===== src/rtl/uart_pkg.sv =====
// Shared constants for the UART echo transmitter: FSM encoding, frame shape
// and baud divider derivation.
package uart_pkg;

  localparam int unsigned DATA_BITS = 8;
  localparam int unsigned STOP_BITS = 1;

  localparam logic [1:0] TX_IDLE  = 2'd0;
  localparam logic [1:0] TX_START = 2'd1;
  localparam logic [1:0] TX_DATA  = 2'd2;
  localparam logic [1:0] TX_STOP  = 2'd3;

  // Clock cycles per bit, truncating.
  function automatic int unsigned bps_div(input int unsigned clk_freq,
                                          input int unsigned baud);
    return clk_freq / baud;
  endfunction

endpackage


===== src/rtl/uart_byte_fifo.sv =====
// Small byte queue between the receiver capture and the transmitter.
// A push into a full queue is kept only when a pop happens on the same edge.
module uart_byte_fifo
  import uart_pkg::*;
#(
  parameter int unsigned DEPTH = 4
) (
  input  logic                 clk,
  input  logic                 rst,
  input  logic                 push,
  input  logic                 pop,
  input  logic [DATA_BITS-1:0] wdata,
  output logic [DATA_BITS-1:0] rdata,
  output logic                 empty,
  output logic                 full,
  output logic                 overflow
);

  localparam int unsigned AW = (DEPTH > 1) ? $clog2(DEPTH) : 1;
  localparam logic [AW:0] FULL_CNT = (AW + 1)'(DEPTH);

  logic [DATA_BITS-1:0] mem_q [DEPTH];
  logic [AW-1:0]        wr_q;
  logic [AW-1:0]        rd_q;
  logic [AW:0]          cnt_q;
  logic [AW:0]          cnt_d;
  logic                 wr_en;
  logic                 rd_en;
  logic                 empty_q;
  logic                 full_q;
  logic                 overflow_q;

  always_comb begin
    rd_en = pop & (cnt_q != '0);
    wr_en = push & ((cnt_q != FULL_CNT) | rd_en);
    cnt_d = cnt_q;
    if (wr_en & ~rd_en) begin
      cnt_d = cnt_q + 1'b1;
    end else if (rd_en & ~wr_en) begin
      cnt_d = cnt_q - 1'b1;
    end
  end

  always_ff @(posedge clk) begin
    if (wr_en) begin
      mem_q[wr_q] <= wdata;
    end
  end

  // Flags are registered from the post-edge count so they track the queue exactly.
  always_ff @(posedge clk or posedge rst) begin
    if (rst) begin
      wr_q       <= '0;
      rd_q       <= '0;
      cnt_q      <= '0;
      empty_q    <= 1'b1;
      full_q     <= 1'b0;
      overflow_q <= 1'b0;
    end else begin
      if (wr_en) wr_q <= wr_q + 1'b1;
      if (rd_en) rd_q <= rd_q + 1'b1;
      cnt_q      <= cnt_d;
      empty_q    <= (cnt_d == '0);
      full_q     <= (cnt_d == FULL_CNT);
      overflow_q <= push & ~wr_en;
    end
  end

  assign rdata    = mem_q[rd_q];
  assign empty    = empty_q;
  assign full     = full_q;
  assign overflow = overflow_q;

endmodule


===== src/rtl/uart_tx_echo.sv =====
// Echo transmitter: captures each byte completed by the UART receiver and
// replays queued bytes as 8N1 frames with an internally generated baud rate.
module uart_tx_echo
  import uart_pkg::*;
#(
  parameter int unsigned CLK_FREQ   = 50_000_000,
  parameter int unsigned BAUD       = 9600,
  parameter int unsigned FIFO_DEPTH = 4
) (
  input  logic       clk,
  input  logic       rst,
  input  logic       rx_int,
  input  logic [7:0] data_in,
  output logic       uart_tx,
  output logic       tx_busy,
  output logic       fifo_full,
  output logic       overflow
);

  localparam int unsigned BPS_DIV  = bps_div(CLK_FREQ, BAUD);
  localparam int unsigned STOP_LEN = BPS_DIV * STOP_BITS;
  localparam int unsigned CW       = (STOP_LEN > 1) ? $clog2(STOP_LEN) : 1;
  localparam logic [CW-1:0] BIT_END  = CW'(BPS_DIV - 1);
  localparam logic [CW-1:0] STOP_END = CW'(STOP_LEN - 1);
  localparam logic [2:0]    LAST_BIT = 3'(DATA_BITS - 1);

  logic                 rx_int_q;
  logic                 push_c;
  logic                 pop_c;
  logic [DATA_BITS-1:0] fifo_rdata;
  logic                 fifo_empty;

  logic [1:0]           state_q, state_d;
  logic [CW-1:0]        baud_q, baud_d;
  logic [2:0]           bit_q, bit_d;
  logic [DATA_BITS-1:0] shift_q, shift_d;
  logic                 tx_q, tx_d;
  logic                 busy_q, busy_d;

  // Falling edge of the receiver busy flag marks a completed byte.
  assign push_c = rx_int_q & ~rx_int;

  uart_byte_fifo #(
    .DEPTH (FIFO_DEPTH)
  ) u_fifo (
    .clk      (clk),
    .rst      (rst),
    .push     (push_c),
    .pop      (pop_c),
    .wdata    (data_in),
    .rdata    (fifo_rdata),
    .empty    (fifo_empty),
    .full     (fifo_full),
    .overflow (overflow)
  );

  always_comb begin
    state_d = state_q;
    baud_d  = baud_q;
    bit_d   = bit_q;
    shift_d = shift_q;
    pop_c   = 1'b0;
    tx_d    = 1'b1;
    busy_d  = 1'b0;

    case (state_q)
      TX_IDLE: begin
        if (!fifo_empty) begin
          pop_c   = 1'b1;
          shift_d = fifo_rdata;
          bit_d   = '0;
          baud_d  = '0;
          state_d = TX_START;
        end
      end
      TX_START: begin
        if (baud_q == BIT_END) begin
          baud_d  = '0;
          state_d = TX_DATA;
        end else begin
          baud_d = baud_q + 1'b1;
        end
      end
      TX_DATA: begin
        if (baud_q == BIT_END) begin
          baud_d  = '0;
          shift_d = {1'b0, shift_q[DATA_BITS-1:1]};
          bit_d   = bit_q + 1'b1;
          if (bit_q == LAST_BIT) state_d = TX_STOP;
        end else begin
          baud_d = baud_q + 1'b1;
        end
      end
      TX_STOP: begin
        if (baud_q == STOP_END) begin
          baud_d  = '0;
          state_d = TX_IDLE;
        end else begin
          baud_d = baud_q + 1'b1;
        end
      end
      default: state_d = TX_IDLE;
    endcase

    // Line level follows the next state so it flops on the same edge as the FSM.
    case (state_d)
      TX_START: tx_d = 1'b0;
      TX_DATA:  tx_d = shift_d[0];
      default:  tx_d = 1'b1;
    endcase
    busy_d = (state_d != TX_IDLE);
  end

  always_ff @(posedge clk or posedge rst) begin
    if (rst) begin
      rx_int_q <= 1'b0;
      state_q  <= TX_IDLE;
      baud_q   <= '0;
      bit_q    <= '0;
      shift_q  <= '0;
      tx_q     <= 1'b1;
      busy_q   <= 1'b0;
    end else begin
      rx_int_q <= rx_int;
      state_q  <= state_d;
      baud_q   <= baud_d;
      bit_q    <= bit_d;
      shift_q  <= shift_d;
      tx_q     <= tx_d;
      busy_q   <= busy_d;
    end
  end

  assign uart_tx = tx_q;
  assign tx_busy = busy_q;

endmodule

===== config.mk =====
export PLATFORM = sky130hd
export DESIGN_NAME = uart_tx_echo
export DESIGN_NICKNAME = d
export VERILOG_FILES = /design/src/rtl/uart_pkg.sv /design/src/rtl/uart_byte_fifo.sv /design/src/rtl/uart_tx_echo.sv
export SDC_FILE = /design/constraint.sdc
export NUM_CORES = 1
export LEC_CHECK = 0
export BUFFER_PORTS_ARGS = -buffer_cell sky130_fd_sc_hd__buf_2
export CAP_MARGIN = 20
export CORE_MARGIN = 3
export CORE_UTILIZATION = 50
export CTS_CLUSTER_DIAMETER = 150
export DETAILED_ROUTE_END_ITERATION = 12
export PLACE_DENSITY_LB_ADDON = 0.05
export SYNTH_ARGS = -nofsm -noshare
export SYNTH_HDL_FRONTEND = slang
export SYNTH_SLANG_ARGS = --single-unit

===== constraint.sdc =====
create_clock -name clk -period 5.5 [get_ports clk]
set_input_delay 0.275 -clock clk [delete_from_list [all_inputs] [get_ports clk]]
set_output_delay 0.275 -clock clk [all_outputs]
set_load 0.05 [all_outputs]

==> impl_results.md, run 1 <==
* Synthesized flop and latch total at 71
* Placed cell areas at approximately 3500 µm²
* Capturing point of the worst reg2reg path: bit_q[0]
* Clk_lat worst skew at 0.34 ns
* IO Port Bufs at 14
* Final hold viol count at 0
* CTS sink cnt at 71
* WP data required at approximately 5.7 ns
* Cell Int Power at 0.8541 mW
* Top post-synthesis cells by area: edfxtp_1 (29%), dfrtp_1 (28%), mux4_2 (5.4%)
* CP Launch Type: flop
* Top Ports at 15
* Clk pwr share at 0.310
* Mean Syn Cell Area at 13.01 µm²
* Die ar. at slightly below 8000 µm²
* RSZ-0062 raised after global routing: no
* Register area at about 1900 µm²
* Largest net degree at the start of global routing at 40
* Crit. Startpoint: baud_q[8]
* Multi-input logic area at 1319 µm²
* Tmin final at 2.194 ns
* Cell Area, Synth at 3344 µm²
* FFs w/ async S/R, synth at 0.5493
* Worst-Margin Slew at 0.9258 ns
* Slowest stage delay, CP at 0.60 ns
* Horiz. Die Dim at 87.79 µm
* Worst hold path class: in2async
* Row cnt at 29
* Yosys warns at 0
* Layout Utilization at 0.5704
* Max-cap violations at 0
* NetSw at ~0.34 mW
* R2R Setup Slk at roughly 3.3 ns
* Post-CTS Setup Repair Bufs at 0
* Leakage power at roughly 1.5 nW
* Fraction of layout cells with a size suffix above 1 at 0.1792
* # DRC at 0
* Setup crit end kind: flop
* Area added between synthesis and finish at 9.540%
* Slowest cell on crit path: or4b_4
* Reg2reg start: baud_q[8]
* Distinct cells, synth at 56
* Die span in y at 87.79 µm
* Antenna cells at 0
* Overflow after GRT at 0
* CTS tree: built
* Filler Cell Count at around 550
* EDFF count, synth at 32
* Fmax at 455.8 MHz
* Syn Inst Count at around 260
* Post-DP HPWL at ~4200 µm
* NumNets Final at a little under 300
* Worst-path fanout max at 9
* Initial DRC count at roughly 130
* Routability cong. at about 0.77
* Placement Setup Slack at roughly 3.3 ns
* Slew margin rel. at 0.3794
* Largest area contributor in the netlist: edfxtp_1
* Setup tns final at 0 ns
* Mapped Nets at approximately 280
* Longest Clk Path Bufs at 2
* Worst EP arrival at 2.42 ns
* Vias in the first global route at around 2.0k
* Via count at 2128
* GRT Total Usage at 0.1779
* Setup ws final at around 3.3 ns
* Share of the synthesized area in the top cell type at 0.2873
* Top FF cell, synth: dfrtp_1
* Routed WL at 6155 µm
* Worst path cell trace: or4b_4 -> nor4_4 -> nor2_2 -> mux2_2
* Power per Cell Area at between 300 and 400 nW/µm²
* CTS root buf: clkbuf_8
* Combinational share of power at 0.152
* Post-route cell area at about 3700 µm²
* Starting Density at 0.5207
* Net Sw Frac at 0.2832
* Tcrit/Tclk final at 0.3989
* Pins Over Slew Limit at 0
* Clock slew at reported path FFs at around 0.070 ns
* R2R depth at 4
* CTS buffer count at 9
* Drt pass-1 iters at 4
* Antenna violations before repair at 0
* Commonest cells after routing, fill and taps aside: dfrtp_1 (37), edfxtp_1 (32), buf_2 (14)
* Most common cell after layout, fill and taps aside: dfrtp_1
* Post-cts sizing count at 0
* First-pass GRT wire length at 10270 µm
* Worst Path Buf+Inv at 0
* Vias/cell at 5.978
* H-tree Lvls at 3
* DR WL/cell at around 17 µm
* Seq pwr share at 0.538
* Hold_buf cts at 0
* VDD IR max at 0.2310 mV
* Seq/Total Area, Yosys at 0.5799
* Final setup fails at 0
* Floorplan core area at 6422 µm²
* ANT nets after route at 0
* Clk_skew at 0.006124 ns
* Status: finished clean
* CP delay by family, top: simple AND/OR/NAND/NOR gates
* WS Path Type: reg2reg
tightest hold or removal path: cells and delay by family:
family	cells	cell delay, ns
buffers and inverters	3	0.54
worst max-delay path by stage:
stage | cells after the start | to
detailed placement | 4 | bit_q[0]
finish | 4 | bit_q[0]
floorplan | 4 | bit_q[0]
CTS | 4 | bit_q[0]
global route | 4 | u_fifo.full
global placement | 2 | u_fifo.mem_q[0][3]
through the flow:
| step | instances | total power [mW] | hold slack, ns |
|---|---|---|---|
| finish | 356 | 1.192 | 0.03792 |
| global route | 356 | 1.255 | 0.06248 |
| CTS | 355 | 1.201 | 0.05552 |
| detailed placement | 339 | 0.8351 | 0.4206 |
| global placement | 339 | 0.8315 | 0.4160 |
| floorplan | 257 | 0.7800 | 0.3064 |
cell type report:
| cell class | count | share of cell area |
|---|---|---|
| Multi-Input combinational cell | 163 | 0.3600 |
| Clock inverter | 5 | 0.008880 |
| Inverter | 12 | 0.01230 |
| Timing Repair Buffer | 17 | 0.02459 |
| Tap cell | 77 | 0.02630 |
| Clock buffer | 11 | 0.03859 |
| Sequential cell | 71 | 0.5294 |
flip-flops by register name, summed over array words and instances, names as in the netlist:
signal / flops
u_fifo.mem_q: 32
bit_q: 3
baud_q: 13
u_fifo.wr_q: 2
shift_q: 8
rx_int_q: 1
u_fifo.rd_q: 2
u_fifo.cnt_q: 3
u_fifo.full: 1
state_q: 2
uart_tx: 1
tx_busy: 1
u_fifo.overflow: 1
u_fifo.empty: 1
cells in the mapped netlist (all sizes together), types with 7 or more instances:
cell,count
dfrtp,37
edfxtp,32
a21oi,12
inv,12
nand2,11
o21ai,11
ha,10
nand3,10
a22o,9
and3,8
mux4,8
clkbuf,7
xnor2,7
power by group through the flow:
stage	clock, mW	sequential (mW)	combinational (mW)
6_report	0.370	0.641	0.181
5_1_grt	0.398	0.647	0.210
4_1_cts	0.376	0.641	0.184
3_5_place_dp	0	0.652	0.183
3_3_place_gp	0	0.651	0.181
2_1_floorplan	0	0.653	0.127
logic make-up after synthesis:
group                    synth area share
AO/OA/AOI/OAI                      0.1291
XOR/XNOR                          0.01833
adder cells (fa/ha/maj)           0.03741
buffers and inverters             0.02731
flip-flops                         0.5799
multiplexers                      0.07557
AND/OR/NAND/NOR                    0.1324
routing by layer:
metal | up-vias | global-route usage | wire (µm)
met3 | 11 | 0.03198 | 174
met5 | - | 0 | 0
met1 | 1069 | 0.2529 | 3030
met2 | 27 | 0.2678 | 2832
li1 | 1021 | - | -
met4 | 0 | 0.07950 | 118
No activity file was read; power rests on OpenSTA's default activity.
==> run 2: changes to the inputs <==
==> constraint.sdc (replaced) <==
create_clock -name clk -period 2.18 [get_ports clk]
set_input_delay 0.109 -clock clk [delete_from_list [all_inputs] [get_ports clk]]
set_output_delay 0.109 -clock clk [all_outputs]
set_load 0.05 [all_outputs]
==> run 2 against run 1 <==
  * Global-route usage is 0.62 points higher
  * Largest cell class unchanged
  * Register-to-register slack worse by 3.2 ns
  * Count of clock-buffer cells in the layout is 1 higher
  * Hold slack better by 0.40 ns
  * Flip-flop and latch count stayed put
  * Power grew to 2.6 times the previous value
  * Final area is 4.7% higher
==> impl_results.md, run 2 (synthesis results as in run 1) <==
* Initial DRC count at roughly 100
* Most flops, register: u_fifo.mem_q
* Tcrit/Tclk final at 0.9316
* Placed instance count at 347
* Max-cap violations at 0
* Largest net degree at the start of global routing at 40
* Slew margin rel. at 0.6398
* Final hold viol count at 0
* # DRC at 0
* Floorplan core area at 6422 µm²
* Clk_skew at roughly 0.0076 ns
* Register area at 1939 µm²
* Largest regs: u_fifo.mem_q: 32 flops, baud_q: 13 flops, shift_q: 8 flops
* Tmin final at around 2.0 ns
* Post-DP HPWL at slightly above 4000 µm
* Layout Utilization at 0.5973
* Die ar. at 7706 µm²
* Setup tns final at 0 ns
* Filler Cell Count at 532
* Worst-path fanout max at 5
* Horiz. Die Dim at between 80 and 90 µm
* Vias in the first global route at around 2.2k
* Fmax at around 490 MHz
* IO Port Bufs at 14
* GRT Total Usage at 0.1841
* Power Total at 3.084 mW
* Grt met2 use at 0.2719
* Via count at around 2.2k
* Worst EP arrival at approximately 2.3 ns
* RSZ-0062 raised after global routing: no
* CTS buffer count at 9
* Most used routing layer: met2
* Global routing usage on met1 at 0.2652
* WS Path Type: reg2reg
* Area added between synthesis and finish at 14.70%
* H-tree Lvls at 3
* Overflow after GRT at 0
* Starting Density at 0.5207
* Antenna cells at 0
* Final hold slack at approximately 0.44 ns
* Leakage power at 1.536 nW
* Row cnt at 29
* Worst hold path class: in2async
* Longest Clk Path Bufs at 2
* Status: finished clean
* CTS tree: built
* Clk_lat worst skew at between 0.3 and 0.4 ns
* Clock slew at reported path FFs at 0.07 ns
* ANT nets after route at 0
* CP Launch Type: flop
* Max reg flops at 32
* Fraction of layout cells with a size suffix above 1 at 0.1892
* Power per Cell Area at 803.9 nW/µm²
* VDD IR max at approximately 0.66 mV
* DR WL/cell at 16.72 µm
* Vias/cell at 5.775
* Antenna violations before repair at 0
* Routability cong. at around 0.78
* Drt pass-1 iters at 4
* Routed WL at between 6000 and 7000 µm
* Top Ports at 15
* Multi-input logic area at ~1300 µm²
* First-pass GRT wire length at ~11000 µm
* Most common cell after layout, fill and taps aside: dfrtp_1
* NumNets Final at between 300 and 400
* Worst-Margin Slew at between 0.5 and 0.6 ns
* Final setup fails at 0
* CTS root buf: clkbuf_8
* Commonest cells after routing, fill and taps aside: dfrtp_1 (37), edfxtp_1 (32), buf_2 (14)
* CTS sink cnt at between 70 and 80
* Setup crit end kind: flop
* Die span in y at 87.79 µm
* WP data required at around 2.4 ns
* Pins Over Slew Limit at 0
* Layout Cells excl Fill at 373
* Met3 usage in global routing at 0.03669
-- run 2: cell count changes in the layout (fill, tap and decap cells not counted), sizes merged --
cell | previous run | this run
buf | 16 | 24
clkinv | 2 | 1
bufinv | 0 | 1
dlygate4sd3 | 0 | 10
inv | 13 | 12
-- run 2: routing by layer --
| metal | up-vias | wire (µm) |
|---|---|---|
| met3 | 8 | 104 |
| met4 | 0 | 102 |
| li1 | 1051 | - |
| met1 | 1074 | 3171 |
| met5 | - | 0 |
| met2 | 21 | 2859 |
-- run 2: cell type report --
class	count	share of cell area
clock inverters	4	0.01272
inverters	12	0.01174
flip-flops and latches	71	0.5055
well taps	77	0.02511
clock buffers	12	0.03523
repair buffers	34	0.06393
multi-input cells	163	0.3457
-- run 2: through the flow --
step,setup WS [ns],instance area (µm²)
after detailed placement,0.1296,3545
after global placement,0.1524,3545
after global routing,0.007332,3836
after CTS,0.1218,3829
final,0.1490,3836
after floorplan,0.2370,3344
-- run 2: critical path: stages (launching register included) --
cell	delay, ns
dfrtp_1	0.42
inv_1	0.12
ha_1	0.16
or4b_1	0.46
o32a_1	0.32
o21a_1	0.17
a221oi_1	0.27
-- run 2: worst paths after layout --
check	startpoint	to	slack, ns	cells after the start
setup reg to reg	u_fifo.cnt_q[0]	u_fifo.full	0.15	6
max in group asynchronous	rst	u_fifo.empty	1.37	4
hold / removal	rst	rx_int_q	0.44	4
setup / recovery	u_fifo.cnt_q[0]	u_fifo.full	0.15	6
min in group clk	rx_int	rx_int_q	0.45	2
hold reg to reg	shift_q[2]	shift_q[2]	0.49	1
-- run 2: where the power goes --
group          internal, mW  switching [mW]
sequential             1.54          0.0841
combinational         0.191           0.281
clock                 0.526           0.465
-- run 2: timing repair --
item | CTS | global route
hold endpoints to repair | 70 | 0
buffers inserted | 0 | 0
setup endpoints to repair | 0 | 9
gates resized for setup | 0 | 1
hold buffers | 10 | 0
==> run 3: changes to the inputs <==
--- a/config.mk
+++ b/config.mk
@@ -11,7 +11,7 @@
 export CORE_UTILIZATION = 50
 export CTS_CLUSTER_DIAMETER = 150
 export DETAILED_ROUTE_END_ITERATION = 12
-export PLACE_DENSITY_LB_ADDON = 0.05
+export PLACE_DENSITY = 0.73
 export SYNTH_ARGS = -nofsm -noshare
 export SYNTH_HDL_FRONTEND = slang
 export SYNTH_SLANG_ARGS = --single-unit
==> run 3 against run 2 <==
  * Setup slack about the same
  * Cell count unchanged
  * Clock skew up 0.0033 ns
  * Flip-flop and latch count unchanged
  * Sequential power about the same
  * Non-clock buffer count unchanged
  * Via count up 2.3%
  * Hold slack worse by 0.022 ns
==> impl_results.md, run 3 (synthesis results as in run 1) <==
* Worst hold path class: in2async
* Worst-Margin Slew at a little over 0.7 ns
* WP data required at between 2 and 2.5 ns
* Tmin final at slightly above 2 ns
* Commonest cells after routing, fill and taps aside: dfrtp_1 (37), edfxtp_1 (32), buf_2 (14)
* Vias/cell at between 5 and 6
* Layout Utilization at 0.5958
* VDD IR max at approximately 0.44 mV
* Antenna cells at 0
* Worst EP arrival at about 2.3 ns
* Final hold slack at about 0.42 ns
* Status: finished clean
* Most common cell after layout, fill and taps aside: dfrtp_1
* ANT nets after route at 0
* Largest net degree at the start of global routing at 40
* Fraction of layout cells with a size suffix above 1 at 0.1993
* Post-route cell area at between 3000 and 4000 µm²
* RSZ-0062 raised after global routing: no
* Initial DRC count at between 100 and 150
* Largest regs: u_fifo.mem_q: 32 flops, baud_q: 13 flops, shift_q: 8 flops
* CP Launch Type: flop
* Slew margin rel. at 0.5258
* CTS sink cnt at 71
* Placed instance count at roughly 350
* GRT Total Usage at 0.1858
* Via count at around 2.2k
* DR WL/cell at between 15 and 20 µm
* WS Path Type: reg2reg
* Floorplan core area at between 6000 and 7000 µm²
* Drt pass-1 iters at 4
* Clock slew at reported path FFs at ~0.080 ns
* CTS buffer count at 9
* Power per Cell Area at around 800 nW/µm²
* Worst-path fanout max at 5
* IO Port Bufs at 14
* CTS root buf: clkbuf_8
* Horiz. Die Dim at approximately 88 µm
* Final setup fails at 0
* Final hold viol count at 0
* Fmax at 492.3 MHz
* Routability cong. at slightly below 0.9
* Setup tns final at 0 ns
* Vias in the first global route at between 2k and 2.5k
* Die span in y at about 90 µm
* NumNets Final at around 310
* Starting Density at 0.5207
* # DRC at 0
* Leakage power at approximately 1.5 nW
* Placed cell areas at 3540 µm²
* Tcrit/Tclk final at 0.9317
* Layout Cells excl Fill at 373
* Post-DP HPWL at roughly 4300 µm
* Die ar. at between 7000 and 8000 µm²
* Routed WL at between 6000 and 7000 µm
* Overflow after GRT at 0
* CTS tree: built
* Clk_skew at between 0.01 and 0.015 ns
* Clk_lat worst skew at 0.34 ns
* Most flops, register: u_fifo.mem_q
* Area added between synthesis and finish at 14.40%
* Antenna violations before repair at 0
* Max reg flops at 32
* H-tree Lvls at 3
* First-pass GRT wire length at approximately 11000 µm
* Setup crit end kind: flop
* Max-cap violations at 0
* Pins Over Slew Limit at 0
* Longest Clk Path Bufs at 2
* Top Ports at 15
* Row cnt at 29
## run 3: worst paths after layout
check                                startpoint  depth (start not counted)  slack (ns)             end
max in group asynchronous                   rst                          4        1.39         uart_tx
worst max-delay path            u_fifo.cnt_q[0]                          6        0.15     u_fifo.full
worst min-delay path                        rst                          4        0.42  u_fifo.wr_q[1]
worst max register to register  u_fifo.cnt_q[0]                          6        0.15     u_fifo.full
min in group clk                         rx_int                          2        0.46        rx_int_q
worst min register to register       shift_q[5]                          1        0.49      shift_q[5]
## run 3: metal layers
metal / vias to the layer above / global-route usage / part of all wire
met5: - / 0 / 0
met4: 0 / 0.05160 / 0.011
met3: 8 / 0.04798 / 0.034
met2: 42 / 0.2979 / 0.49
met1: 1098 / 0.2523 / 0.46
li1: 1055 / - / -
## run 3: worst max-delay path: stages (launching register included)
cell and delay, ns:
dfrtp_1 0.44, inv_2 0.11, ha_1 0.15, or4b_1 0.47, o32a_1 0.32, o21a_1 0.17, a221oi_1 0.27
## run 3: metrics by stage
stage,worst slack (ns),power [mW]
after global routing,0.01511,3.243
after detailed placement,0.09190,2.111
after floorplan,0.2370,1.968
after CTS,0.06196,3.076
final,0.1488,3.074
after global placement,0.1779,2.090
## run 3: area by class of cell
cell class / instances / area (µm²)
Multi-Input combinational cell: 163 / 1321
Timing Repair Buffer: 34 / 245.2
Inverter: 12 / 45.04
Fill cell: 516 / 2596
Sequential cell: 71 / 1939
Clock inverter: 7 / 55.05
Clock buffer: 9 / 123.9
Tap cell: 77 / 96.34
## run 3: what timing repair did
action                     4_1_cts  5_1_grt
setup buffers                    0        0
resized for setup                0        2
hold buffers                    10        0
setup endpoints to repair        0       26
hold endpoints to repair        70        0
## run 3: report_power, final
part / switching (mW) / internal (mW) / leakage (nW)
clock network: 0.534 / 0.425 / 0.0883
registers: 0.0874 / 1.54 / 0.768
logic: 0.299 / 0.194 / 0.683
